--- config.mk ---
export PLATFORM = sky130hd
export DESIGN_NAME = ps2_frame_rx
export DESIGN_NICKNAME = d
export VERILOG_FILES = /design/src/rtl/ps2_pkg.sv /design/src/rtl/ps2_sync_filter.sv /design/src/rtl/ps2_frame_rx.sv
export SDC_FILE = /design/constraint.sdc
export NUM_CORES = 1
export LEC_CHECK = 0
export BUFFER_PORTS_ARGS = -buffer_cell sky130_fd_sc_hd__buf_4
export CAP_MARGIN = 20
export CORE_MARGIN = 2
export CORE_UTILIZATION = 62
export DETAILED_ROUTE_END_ITERATION = 8
export MAX_ROUTING_LAYER = met4
export PLACE_DENSITY = 0.86
export SLEW_MARGIN = 20
export SYNTH_ARGS = -nofsm -noshare
export SYNTH_HDL_FRONTEND = slang
export SYNTH_HIERARCHICAL = 1
export SYNTH_SLANG_ARGS = --single-unit
--- constraint.sdc ---
create_clock -name CLOCK_50 -period 5.2 [get_ports CLOCK_50]
set_clock_uncertainty 0.05 [all_clocks]
set_input_delay 0.26 -clock CLOCK_50 [delete_from_list [all_inputs] [get_ports CLOCK_50]]
set_output_delay 0.26 -clock CLOCK_50 [all_outputs]
set_load 0.05 [all_outputs]
--- src/rtl/ps2_pkg.sv ---
// rtl/ps2_pkg.sv - shared PS/2 receiver types, frame and scan-code constants
package ps2_pkg;

  typedef enum logic [1:0] {
    IDLE,
    DATA,
    PARITY,
    STOP
  } ps2_state_t;

  localparam int   DATA_BITS = 8;
  localparam logic START_BIT = 1'b0;
  localparam logic STOP_BIT  = 1'b1;

  localparam logic [7:0] BREAK = 8'hF0;
  localparam logic [7:0] EXT   = 8'hE0;
  localparam logic [7:0] KEY_A = 8'h1C;
  localparam logic [7:0] KEY_D = 8'h23;
  localparam logic [7:0] ENTER = 8'h5A;
  localparam logic [7:0] ESC   = 8'h76;
  localparam logic [7:0] SPACE = 8'h29;

  // Odd parity holds when data plus parity bit carry an odd number of ones
  function automatic logic odd_parity_ok(input logic [7:0] data, input logic parity);
    return ^{data, parity};
  endfunction

endpackage

--- src/rtl/ps2_sync_filter.sv ---
// rtl/ps2_sync_filter.sv - PS/2 pin synchronizers, clock deglitch filter and falling-edge strobe
module ps2_sync_filter
  import ps2_pkg::*;
#(
  parameter int FILTER_LEN = 8
) (
  input  logic i_clk,
  input  logic i_rst,
  input  logic i_ps2_clk,
  input  logic i_ps2_dat,
  output logic o_clk_fall,
  output logic o_dat_sync
);

  logic [1:0]            r_clk_sync;
  logic [1:0]            r_dat_sync;
  logic [FILTER_LEN-1:0] r_filter;
  logic                  r_filt_clk;
  logic                  r_clk_fall;
  logic                  w_all_low;
  logic                  w_all_high;

  assign w_all_low  = (r_filter == '0);
  assign w_all_high = &r_filter;

  // Two-flop synchronizers; idle bus level is high
  always_ff @(posedge i_clk or posedge i_rst) begin
    if (i_rst) begin
      r_clk_sync <= '1;
      r_dat_sync <= '1;
    end else begin
      r_clk_sync <= {r_clk_sync[0], i_ps2_clk};
      r_dat_sync <= {r_dat_sync[0], i_ps2_dat};
    end
  end

  // Level only changes after FILTER_LEN agreeing samples; strobe fires on the 1->0 change
  always_ff @(posedge i_clk or posedge i_rst) begin
    if (i_rst) begin
      r_filter   <= '1;
      r_filt_clk <= 1'b1;
      r_clk_fall <= 1'b0;
    end else begin
      r_filter   <= {r_filter[FILTER_LEN-2:0], r_clk_sync[1]};
      r_clk_fall <= r_filt_clk & w_all_low;
      if (w_all_low)
        r_filt_clk <= 1'b0;
      else if (w_all_high)
        r_filt_clk <= 1'b1;
    end
  end

  assign o_clk_fall = r_clk_fall;
  assign o_dat_sync = r_dat_sync[1];

endmodule

--- src/rtl/ps2_frame_rx.sv ---
// rtl/ps2_frame_rx.sv - PS/2 device-to-host frame receiver producing validated scan-code strobes
module ps2_frame_rx
  import ps2_pkg::*;
#(
  parameter int FILTER_LEN     = 8,
  parameter int TIMEOUT_CYCLES = 100000
) (
  input  logic       CLOCK_50,
  input  logic       reset,
  input  logic       PS2_CLK,
  input  logic       PS2_DAT,
  output logic [7:0] received_data,
  output logic       received_data_en,
  output logic       frame_error,
  output logic       busy
);

  localparam int               TMO_W    = $clog2(TIMEOUT_CYCLES);
  localparam logic [TMO_W-1:0] TMO_LAST = TMO_W'(TIMEOUT_CYCLES - 1);

  ps2_state_t       r_state;
  ps2_state_t       w_state_nxt;
  logic [2:0]       r_bit_cnt;
  logic [2:0]       w_bit_cnt_nxt;
  logic [7:0]       r_data;
  logic [7:0]       w_data_nxt;
  logic             r_parity;
  logic             w_parity_nxt;
  logic [7:0]       r_rx_data;
  logic [7:0]       w_rx_data_nxt;
  logic             r_rx_en;
  logic             w_rx_en_nxt;
  logic             r_frame_err;
  logic             w_frame_err_nxt;
  logic [TMO_W-1:0] r_tmo_cnt;
  logic             w_clk_fall;
  logic             w_dat;
  logic             w_timeout;

  ps2_sync_filter #(
    .FILTER_LEN (FILTER_LEN)
  ) u_sync_filter (
    .i_clk      (CLOCK_50),
    .i_rst      (reset),
    .i_ps2_clk  (PS2_CLK),
    .i_ps2_dat  (PS2_DAT),
    .o_clk_fall (w_clk_fall),
    .o_dat_sync (w_dat)
  );

  // A strobe in the timeout cycle wins, so the timeout is gated by the absence of a strobe
  assign w_timeout = (r_state != IDLE) && !w_clk_fall && (r_tmo_cnt == TMO_LAST);

  // Frame state register, datapath registers and saturating inter-edge timeout counter
  always_ff @(posedge CLOCK_50 or posedge reset) begin
    if (reset) begin
      r_state     <= IDLE;
      r_bit_cnt   <= '0;
      r_data      <= '0;
      r_parity    <= 1'b0;
      r_rx_data   <= '0;
      r_rx_en     <= 1'b0;
      r_frame_err <= 1'b0;
      r_tmo_cnt   <= '0;
    end else begin
      r_state     <= w_state_nxt;
      r_bit_cnt   <= w_bit_cnt_nxt;
      r_data      <= w_data_nxt;
      r_parity    <= w_parity_nxt;
      r_rx_data   <= w_rx_data_nxt;
      r_rx_en     <= w_rx_en_nxt;
      r_frame_err <= w_frame_err_nxt;
      if (w_clk_fall || r_state == IDLE)
        r_tmo_cnt <= '0;
      else if (r_tmo_cnt != '1)
        r_tmo_cnt <= r_tmo_cnt + TMO_W'(1);
    end
  end

  // Next-state and datapath decisions, taken only on sample strobes or timeout
  always_comb begin
    w_state_nxt     = r_state;
    w_bit_cnt_nxt   = r_bit_cnt;
    w_data_nxt      = r_data;
    w_parity_nxt    = r_parity;
    w_rx_data_nxt   = r_rx_data;
    w_rx_en_nxt     = 1'b0;
    w_frame_err_nxt = 1'b0;
    if (w_clk_fall) begin
      case (r_state)
        IDLE: begin
          if (w_dat == START_BIT) begin
            w_state_nxt   = DATA;
            w_bit_cnt_nxt = '0;
            w_data_nxt    = '0;
          end
        end
        DATA: begin
          w_data_nxt[r_bit_cnt] = w_dat;
          if (r_bit_cnt == 3'(DATA_BITS - 1))
            w_state_nxt = PARITY;
          else
            w_bit_cnt_nxt = r_bit_cnt + 3'd1;
        end
        PARITY: begin
          w_parity_nxt = w_dat;
          w_state_nxt  = STOP;
        end
        STOP: begin
          if (w_dat == STOP_BIT && odd_parity_ok(r_data, r_parity)) begin
            w_rx_data_nxt = r_data;
            w_rx_en_nxt   = 1'b1;
          end else begin
            w_frame_err_nxt = 1'b1;
          end
          w_state_nxt = IDLE;
        end
        default: w_state_nxt = IDLE;
      endcase
    end else if (w_timeout) begin
      w_state_nxt     = IDLE;
      w_data_nxt      = '0;
      w_frame_err_nxt = 1'b1;
    end
  end

  assign received_data    = r_rx_data;
  assign received_data_en = r_rx_en;
  assign frame_error      = r_frame_err;
  assign busy             = (r_state != IDLE);

endmodule

==> impl_metrics.ini, run 1 <==
[timing]
setup_viol = 0
holdWs_ns = 0.312
slew_viol_final = 0
fin_setup_tns_ns = 0
max_slew.worst_pin.slew_ns = 0.636
final-hold-violation-count = 0
rsz0062_at_grt = false
slew_headroom = 0.576
fin_ws_ns = 2.58
max_clock_freq_mhz = 382
period_needed_ns = 2.62
finalCritPeriodShare = 0.503

[grt]
grt.total_usage = 0.239
grt.overflow.total = 0
met1_usage = 0.313
grt_max_degree = 42
use_met3 = 0.0592
antenna_found_initial = 0
grt_pass1_vias = 1713
busiest_layer = met2
grt_pass1_wl_um = 7870
met2_usage = 0.375

[layout]
drive_gt1_frac = 0.219
syn_to_final_growth_pct = 10.3
diodes = 0
layout.nets = 258
fin_util = 0.706

[logic_synthesis]
seq_area_frac_synth = 0.544
synth_cell_type_count = 39
yosys_warnings = 6
synth_nets = 242
synth_edf_count = 0
synth_top_cell_area_share = 0.411
syn_inst = 230
synth.most_common_cell = dfrtp_1
yosys.area.top_type = dfrtp_1
synth.avg_cell_area_um2 = 11.1
ys_top_cells_by_area = dfrtp_1, dfstp_2, mux2_2
postSynth.asyncResetShare = 1.00
ys_ff_latch = 55
synthesis.area_um2 = 2560
synth_flop_cell = dfrtp_1
synth_common_cells = dfrtp_1, nor2_1, o21ai_0

[worst_hold_path]
min_to = u_sync_filter/r_clk_sync[1]
min_path_cells = 0
min_from = u_sync_filter/r_clk_sync[0]
hp-class = reg2reg

[routing]
drt.antenna.violating_nets = 0
vias = 1721
via_per_inst = 5.79
drt_iter0_markers = 160
wl_per_cell_um = 16.0
dr.pass1.iters = 4
drc = 0
drt_wl_total_um = 4750

[clocking]
cts_tree = built
cts_setup_buffers = 0
htreeDepth = 2
root_buffer = clkbuf_8
cts_num_sinks = 55
numCtsBuffers = 5
insertion_delay_ns = 0.31
clk_pin_slew_ns = 0.10
clockBufferDepth = 2

[floorplan]
core_area_um2 = 4000
start_util = 0.640
die_area_um2 = 4660
dieWidth_um = 68.3
row_count = 23
die_y_um = 68.3
io_pins = 15

[worst_setup_path]
cp.arrival_ns = 2.80
worst_setup_path_end_kind = flip-flop
reg2reg_slack_ns = 2.58
path_class = reg2reg
startpoint_type = flip-flop
worst-endpoint-required_ns = 5.38
worstRegToRegCells = 7
r2r-start = r_state[0]
r2r_end = r_data[0]
worstPathMaxFanout = 18

[power_and_ir_drop]
ir_worst_vdd_uv = 243
p_per_area_nw_per_um2 = 255
cellLeakagePower_nw = 1.31

[place]
portBuffers = 14
pre_cts_ws_ns = 2.59
place_congestion = 0.817
hpwl_um = 3210

[flow_run]
maxCapViolCount = 0

[outcome]
outcome = finished clean
==> per-stage QoR <==
step                      power (mW)  cell area [um^2]  std cells
after detailed placement       0.463              2690        286
after floorplan                0.457              2560        230
after global routing           0.747              2820        297
after CTS                      0.727              2820        297
after global placement         0.463              2690        286
final                          0.721              2820        297
==> cell families after synthesis <==
group / Yosys count / synth area share
adder cells (fa/ha/maj): 8 / 0.0391
flip-flops: 55 / 0.544
XOR/XNOR: 17 / 0.0635
AO/OA/AOI/OAI: 42 / 0.103
AND/OR/NAND/NOR: 75 / 0.156
multiplexers: 14 / 0.0596
buffers and inverters: 19 / 0.0342
==> repair_timing <==
item / 4_1_cts / 5_1_grt
resized for setup: 0 / 0
hold endpoints to repair: 3 / 0
hold buffers: 3 / 0
==> flip-flops by register name, summed over array words and instances (netlist names) <==
signal,count
u_sync_filter/o_clk_fall,1
u_sync_filter/r_filter,8
received_data,8
received_data_en,1
r_parity,1
u_sync_filter/r_clk_sync,2
frame_error,1
u_sync_filter/r_filt_clk,1
u_sync_filter/r_dat_sync,2
r_tmo_cnt,17
r_data,8
r_bit_cnt,3
r_state,2
==> final cells by class <==
| cell class | instances | area (um^2) |
|---|---|---|
| Clock inverter | 2 | 13.8 |
| Timing Repair Buffer | 18 | 143 |
| Clock buffer | 6 | 93.8 |
| Fill cell | 265 | 1180 |
| Sequential cell | 55 | 1390 |
| Multi-Input combinational cell | 156 | 1080 |
| Inverter | 10 | 37.5 |
| Tap cell | 50 | 62.6 |
==> routing by layer <==
metal	up-vias	share of wire
li1	832	-
met1	846	0.46
met2	38	0.49
met3	5	0.036
met4	0	0.011
met5	-	0
==> worst max-delay path: stages (launching register included) <==
cell,delay [ns]
dfrtp_1,0.39
inv_1,0.09
ha_1,0.25
or2_1,0.46
nand2b_4,0.25
o31a_4,0.32
or4b_4,0.56
o31ai_2,0.18
==> where the power goes <==
group	internal, mW	total (mW)	switching, mW
registers	0.438	0.442	0.00430
clock network	0.124	0.264	0.140
logic	0.00488	0.0147	0.00986
==> worst max path at each step <==
stage	from	endpoint	slack, ns	depth (start not counted)
floorplan	r_tmo_cnt[3]	r_tmo_cnt[10]	2.92	10
global placement	r_state[0]	r_data[0]	2.69	7
detailed placement	r_state[0]	r_data[0]	2.59	7
CTS	r_state[0]	r_data[0]	2.57	7
global route	r_state[1]	r_data[0]	2.43	7
finish	r_state[0]	r_data[0]	2.58	7
==> cell usage in the layout, fill, tap and decap left out, types with 2 or more instances in the layout <==
cell type / count
o21ai_0: 14
o21ai_1: 8
a21oi_1: 5
nand3_1: 9
mux2_2: 10
and3_1: 2
or3_1: 6
nand4_1: 7
xor2_1: 10
nor2_1: 23
nor4_2: 2
clkbuf_8: 5
xnor2_1: 6
dfrtp_1: 42
a31oi_1: 4
inv_1: 10
dfstp_2: 13
mux2i_1: 4
ha_1: 8
nand2_1: 13
dlygate4sd3_1: 3
nor2b_1: 2
buf_4: 15
nor3_1: 3
nand2b_1: 2
a22o_1: 5
No activity file was read; power rests on OpenSTA's default activity.
==> run 2, diff against run 1 <==
Settings changed: ABC_AREA from default to 1, CORE_UTILIZATION 62 to 60, PLACE_DENSITY 0.86 to 0.83.
Clock period 5.2 ns to 2.6 ns, I/O delays scaled along.
==> run 2 against run 1 <==
Effect of this change: critical path depth is 5 higher; count of clock-buffer cells in the layout is 2 higher; total power is 97% higher; maximum frequency is 13% higher; flip-flop and latch count stayed put; clock power is 91% higher; combinational power is 110% higher; worst hold slack worse by 0.0012 ns; routed wire length is 3.2% higher; non-clock buffer count stayed put; largest cell class unchanged; highest routed layer unchanged.
==> impl_metrics.ini, run 2 <==
[timing]
fin_ws_ns = 0.278
rsz0062_at_grt = false
max_slew.worst_pin.slew_ns = 0.616
slew_viol_final = 0
setup_viol = 0
finalCritPeriodShare = 0.893
slew_headroom = 0.587
max_clock_freq_mhz = 431
period_needed_ns = 2.32
final-hold-violation-count = 0
fin_setup_tns_ns = 0

[place]
pre_cts_ws_ns = 0.378
place_congestion = 0.911
portBuffers = 14
hpwl_um = 3610

[routing]
drt.antenna.violating_nets = 0
dr.pass1.iters = 5
vias = 2234
drc = 0
drt_wl_total_um = 4900
wl_per_cell_um = 11.9
via_per_inst = 5.44
drt_iter0_markers = 238

[floorplan]
die_area_um2 = 5170
die_y_um = 71.9
io_pins = 15
start_util = 0.631
dieWidth_um = 71.9
core_area_um2 = 4380
row_count = 24

[clocking]
clockBufferDepth = 2
cts_setup_buffers = 0
hold_buffers = 3
clk_pin_slew_ns = 0.10
cts_tree = built
numCtsBuffers = 5
cts_resized = 0
root_buffer = clkbuf_8
insertion_delay_ns = 0.31
htreeDepth = 2
cts_num_sinks = 55

[power_and_ir_drop]
power_switching_uw = 283
power_frac_clock = 0.355
p_per_area_nw_per_um2 = 463
p_seq_frac = 0.623
ir_worst_vdd_uv = 375
internal-power_mw = 1.13
cellLeakagePower_nw = 1.51
comb_power_share = 0.022
p_sw_frac = 0.200

[layout]
drive_gt1_frac = 0.162
syn_to_final_growth_pct = 10.6
final_common_cell = nand2_1
largest_register = r_tmo_cnt
fill_cells = 335
layout.nets = 370
seqCellArea_um2 = 1390
mostFrequentLayoutCells = nand2_1, inv_1, dfrtp_1
largest_register_ffs = 17
multi_input_area_um2 = 1190
diodes = 0

[worst_setup_path]
cp_common_cell = inv_1
max_stage_delay_ns = 0.40
startpoint_type = flip-flop
cp.arrival_ns = 2.51
worstPathMaxFanout = 7
worst-endpoint-required_ns = 2.79
worst_setup_path_end_kind = flip-flop
slowest_stage = dfrtp_1
crit_buf_inv = 3
path_cells = nand2_1, inv_1, nand4_1, nor4_1, ha_1, inv_1, nand3_1, inv_1, nand3_1, nor2_1, a21oi_1, o21a_1
path_class = reg2reg
crit_family = simple AND/OR/NAND/NOR gates

[logic_synthesis]
synth_cell_type_count = 34
syn_inst = 335
yosys_warnings = 6
postSynth.asyncResetShare = 1.00
synth_edf_count = 0
ys_top_cells_by_area = dfrtp_1, nand2_1, dfstp_2
synth_top_cell_area_share = 0.380
synth_flop_cell = dfrtp_1
synth_nets = 347
yosys.area.top_type = dfrtp_1
synth.avg_cell_area_um2 = 8.26
ys_ff_latch = 55
synthesis.area_um2 = 2770
synth.most_common_cell = nand2_1
synth_common_cells = nand2_1, inv_1, dfrtp_1
seq_area_frac_synth = 0.503

[grt]
grt_pass1_wl_um = 8900
grt_max_degree = 42
grt_pass1_vias = 2069
grt.total_usage = 0.227
antenna_found_initial = 0
grt.overflow.total = 0

[flow_run]
maxCapViolCount = 0

[outcome]
outcome = finished clean

[worst_hold_path]
hp-class = reg2reg
## run 2: worst paths after layout
check | start | endpoint | slack (ns) | cells past startpoint
setup / recovery | r_tmo_cnt[10] | r_tmo_cnt[12] | 0.28 | 12
hold / removal | u_sync_filter/r_clk_sync[1] | u_sync_filter/r_filter[0] | 0.31 | 0
setup reg to reg | r_tmo_cnt[10] | r_tmo_cnt[12] | 0.28 | 12
hold reg to reg | u_sync_filter/r_clk_sync[1] | u_sync_filter/r_filter[0] | 0.31 | 0
max in group asynchronous | reset | r_tmo_cnt[4] | 1.68 | 4
min in group asynchronous | reset | u_sync_filter/o_clk_fall | 0.36 | 3
## run 2: layout make-up
class,count,share of cell area
tap,52,0.0213
timing repair buffer,18,0.0466
multi-input combinational,232,0.388
clock buffer,8,0.0331
sequential,55,0.455
inverter,46,0.0564
## run 2: per-layer routing
metal	GRT usage	routed length, um
met1	0.307	2350
met2	0.343	2240
met3	0.0472	219
met4	0.0818	88
met5	-	0
## run 2: kinds of logic after synthesis
logic type / share of synthesized area
adder cells (fa/ha/maj): 0.0362
XOR/XNOR: 0.00950
AO/OA/AOI/OAI: 0.0796
flip-flops: 0.503
buffers and inverters: 0.0683
AND/OR/NAND/NOR: 0.303
## run 2: per-stage QoR
stage / utilization / instance area [um^2] / power, mW / hold slack (ns) / cells
after global routing: 0.698 / 3060 / 1.48 / 0.317 / 411
after detailed placement: 0.668 / 2930 / 0.929 / 0.136 / 400
after CTS: 0.698 / 3060 / 1.44 / 0.315 / 411
after global placement: 0.668 / 2930 / 0.928 / 0.131 / 400
after floorplan: - / 2770 / 0.917 / -0.0401 / 335
final: 0.698 / 3060 / 1.42 / 0.311 / 411
## run 2: power by group through the flow
stage	sequential [mW]	clock, mW	combinational [mW]
CTS	0.884	0.522	0.0321
detailed placement	0.900	0	0.0286
global route	0.887	0.553	0.0370
finish	0.884	0.503	0.0310
global placement	0.899	0	0.0282
floorplan	0.896	0	0.0213
==> run 3, diff against run 2 <==
Clock period 2.6 ns to 2.2 ns, I/O delays scaled along.
==> run 3 against run 2 <==
Effect of this change: cell count grew 2.2%; design area grew 3.0%; first-iteration DRC count shrank 43%; critical path type unchanged; critical path depth grew 1; maximum frequency grew 9.0%; count of clock-buffer cells in the layout shrank 3; via count grew 1.0%; combinational power grew 20%; die area is the same; clock power grew 9.1%.
==> impl_metrics.ini, run 3 (same netlist as run 2, synthesis figures left out) <==
[outcome]
outcome = finished clean

[grt]
busiest_layer = met2
met2_usage = 0.337
grt.total_usage = 0.224
grt_max_degree = 42
use_met3 = 0.0431
grt_pass1_vias = 2081
antenna_found_initial = 0
met1_usage = 0.313
grt.overflow.total = 0
grt_pass1_wl_um = 9030

[floorplan]
row_count = 24
start_util = 0.631
die_area_um2 = 5170
dieWidth_um = 71.9
io_pins = 15
core_area_um2 = 4380
die_y_um = 71.9

[timing]
setup_viol = 0
final-hold-violation-count = 0
period_needed_ns = 2.13
slew_viol_final = 0
max_clock_freq_mhz = 469
slew_headroom = 0.664
finalCritPeriodShare = 0.969
max_slew.worst_pin.slew_ns = 0.505

[layout]
mostFrequentLayoutCells = nand2_1, dfrtp_1, inv_1
drive_gt1_frac = 0.215
layout.nets = 379
fin_util = 0.719
postLayoutCellArea_um2 = 3150
diodes = 0
largest_register_ffs = 17
largest_register = r_tmo_cnt
final_common_cell = nand2_1
syn_to_final_growth_pct = 13.9

[worst_setup_path]
worst_setup_path_end_kind = flip-flop
path_class = reg2reg
startpoint_type = flip-flop
worst-endpoint-required_ns = 2.39
worstPathMaxFanout = 4
cp.arrival_ns = 2.32
reg2reg_slack_ns = 0.07

[clocking]
cts_tree = built
clockBufferDepth = 2
root_buffer = clkbuf_8
insertion_delay_ns = 0.31
clk_pin_slew_ns = 0.10
cts_num_sinks = 55
numCtsBuffers = 5
htreeDepth = 2

[routing]
vias = 2257
via_per_inst = 5.37
drt.antenna.violating_nets = 0
drt_wl_total_um = 5210
drt_iter0_markers = 136
drc = 0
dr.pass1.iters = 4
wl_per_cell_um = 12.4

[power_and_ir_drop]
ir_worst_vdd_uv = 465
cellLeakagePower_nw = 1.58
p_per_area_nw_per_um2 = 517

[flow_run]
maxCapViolCount = 0

[place]
place_area_um2 = 2960
place_congestion = 0.965
hpwl_um = 3630
portBuffers = 14

[worst_hold_path]
hp-class = reg2reg
## run 3: where the power goes
group | switching, mW | internal, mW
Clock | 0.325 | 0.224
Sequential | 0.0106 | 1.03
Combinational | 0.0255 | 0.0116
Total | 0.361 | 1.27
## run 3: metrics by stage
step	TNS, ns	worst slack, ns	power [mW]	cells	hold slack, ns
floorplan	0	0.214	1.08	335	-0.0601
global placement	0	0.152	1.10	404	0.110
detailed placement	0	0.0310	1.10	404	0.121
CTS	0	0.00307	1.65	417	0.310
global route	-0.364	-0.0776	1.69	420	0.313
finish	0	0.0692	1.63	420	0.310
## run 3: per-layer routing
metal / wire (um) / share of wire
met1: 2360 / 0.45
met2: 2490 / 0.48
met3: 259 / 0.050
met4: 99 / 0.019
met5: 0 / 0
## run 3: path summary, 6_finish.rpt
kind,from,to,depth (start not counted)
setup reg to reg,r_tmo_cnt[7],r_tmo_cnt[11],13
min in group asynchronous,reset,u_sync_filter/o_clk_fall,3
max in group asynchronous,reset,received_data[5],4
hold reg to reg,u_sync_filter/r_dat_sync[0],u_sync_filter/r_dat_sync[1],0
setup / recovery,r_tmo_cnt[7],r_tmo_cnt[11],13
hold / removal,u_sync_filter/r_dat_sync[0],u_sync_filter/r_dat_sync[1],0
## run 3: worst max-delay path, stage by stage (launching register included)
cell	delay, ns
dfrtp_1	0.40
inv_1	0.09
nor3_4	0.30
nand2_2	0.11
nor4_4	0.18
ha_2	0.24
inv_1	0.09
nand2_1	0.11
inv_2	0.07
nand2_4	0.09
nor2_4	0.04
inv_2	0.08
o21ai_0	0.09
a21oi_1	0.13
## run 3: timing repair
action,4_1_cts,5_1_grt
pin swaps,2,3
resized for setup,2,10
endpoints found under the hold margin,44,0
setup endpoints to repair,5,9
hold buffers,3,0
buffers inserted,2,3
## run 3: cell type report
cell class                      count  area (um^2)
Multi-Input combinational cell    232         1230
Inverter                           46          173
Fill cell                         350         1230
Tap cell                           52         65.1
Clock buffer                        5         68.8
Clock inverter                      3         17.5
Timing Repair Buffer               27          210
Sequential cell                    55         1390
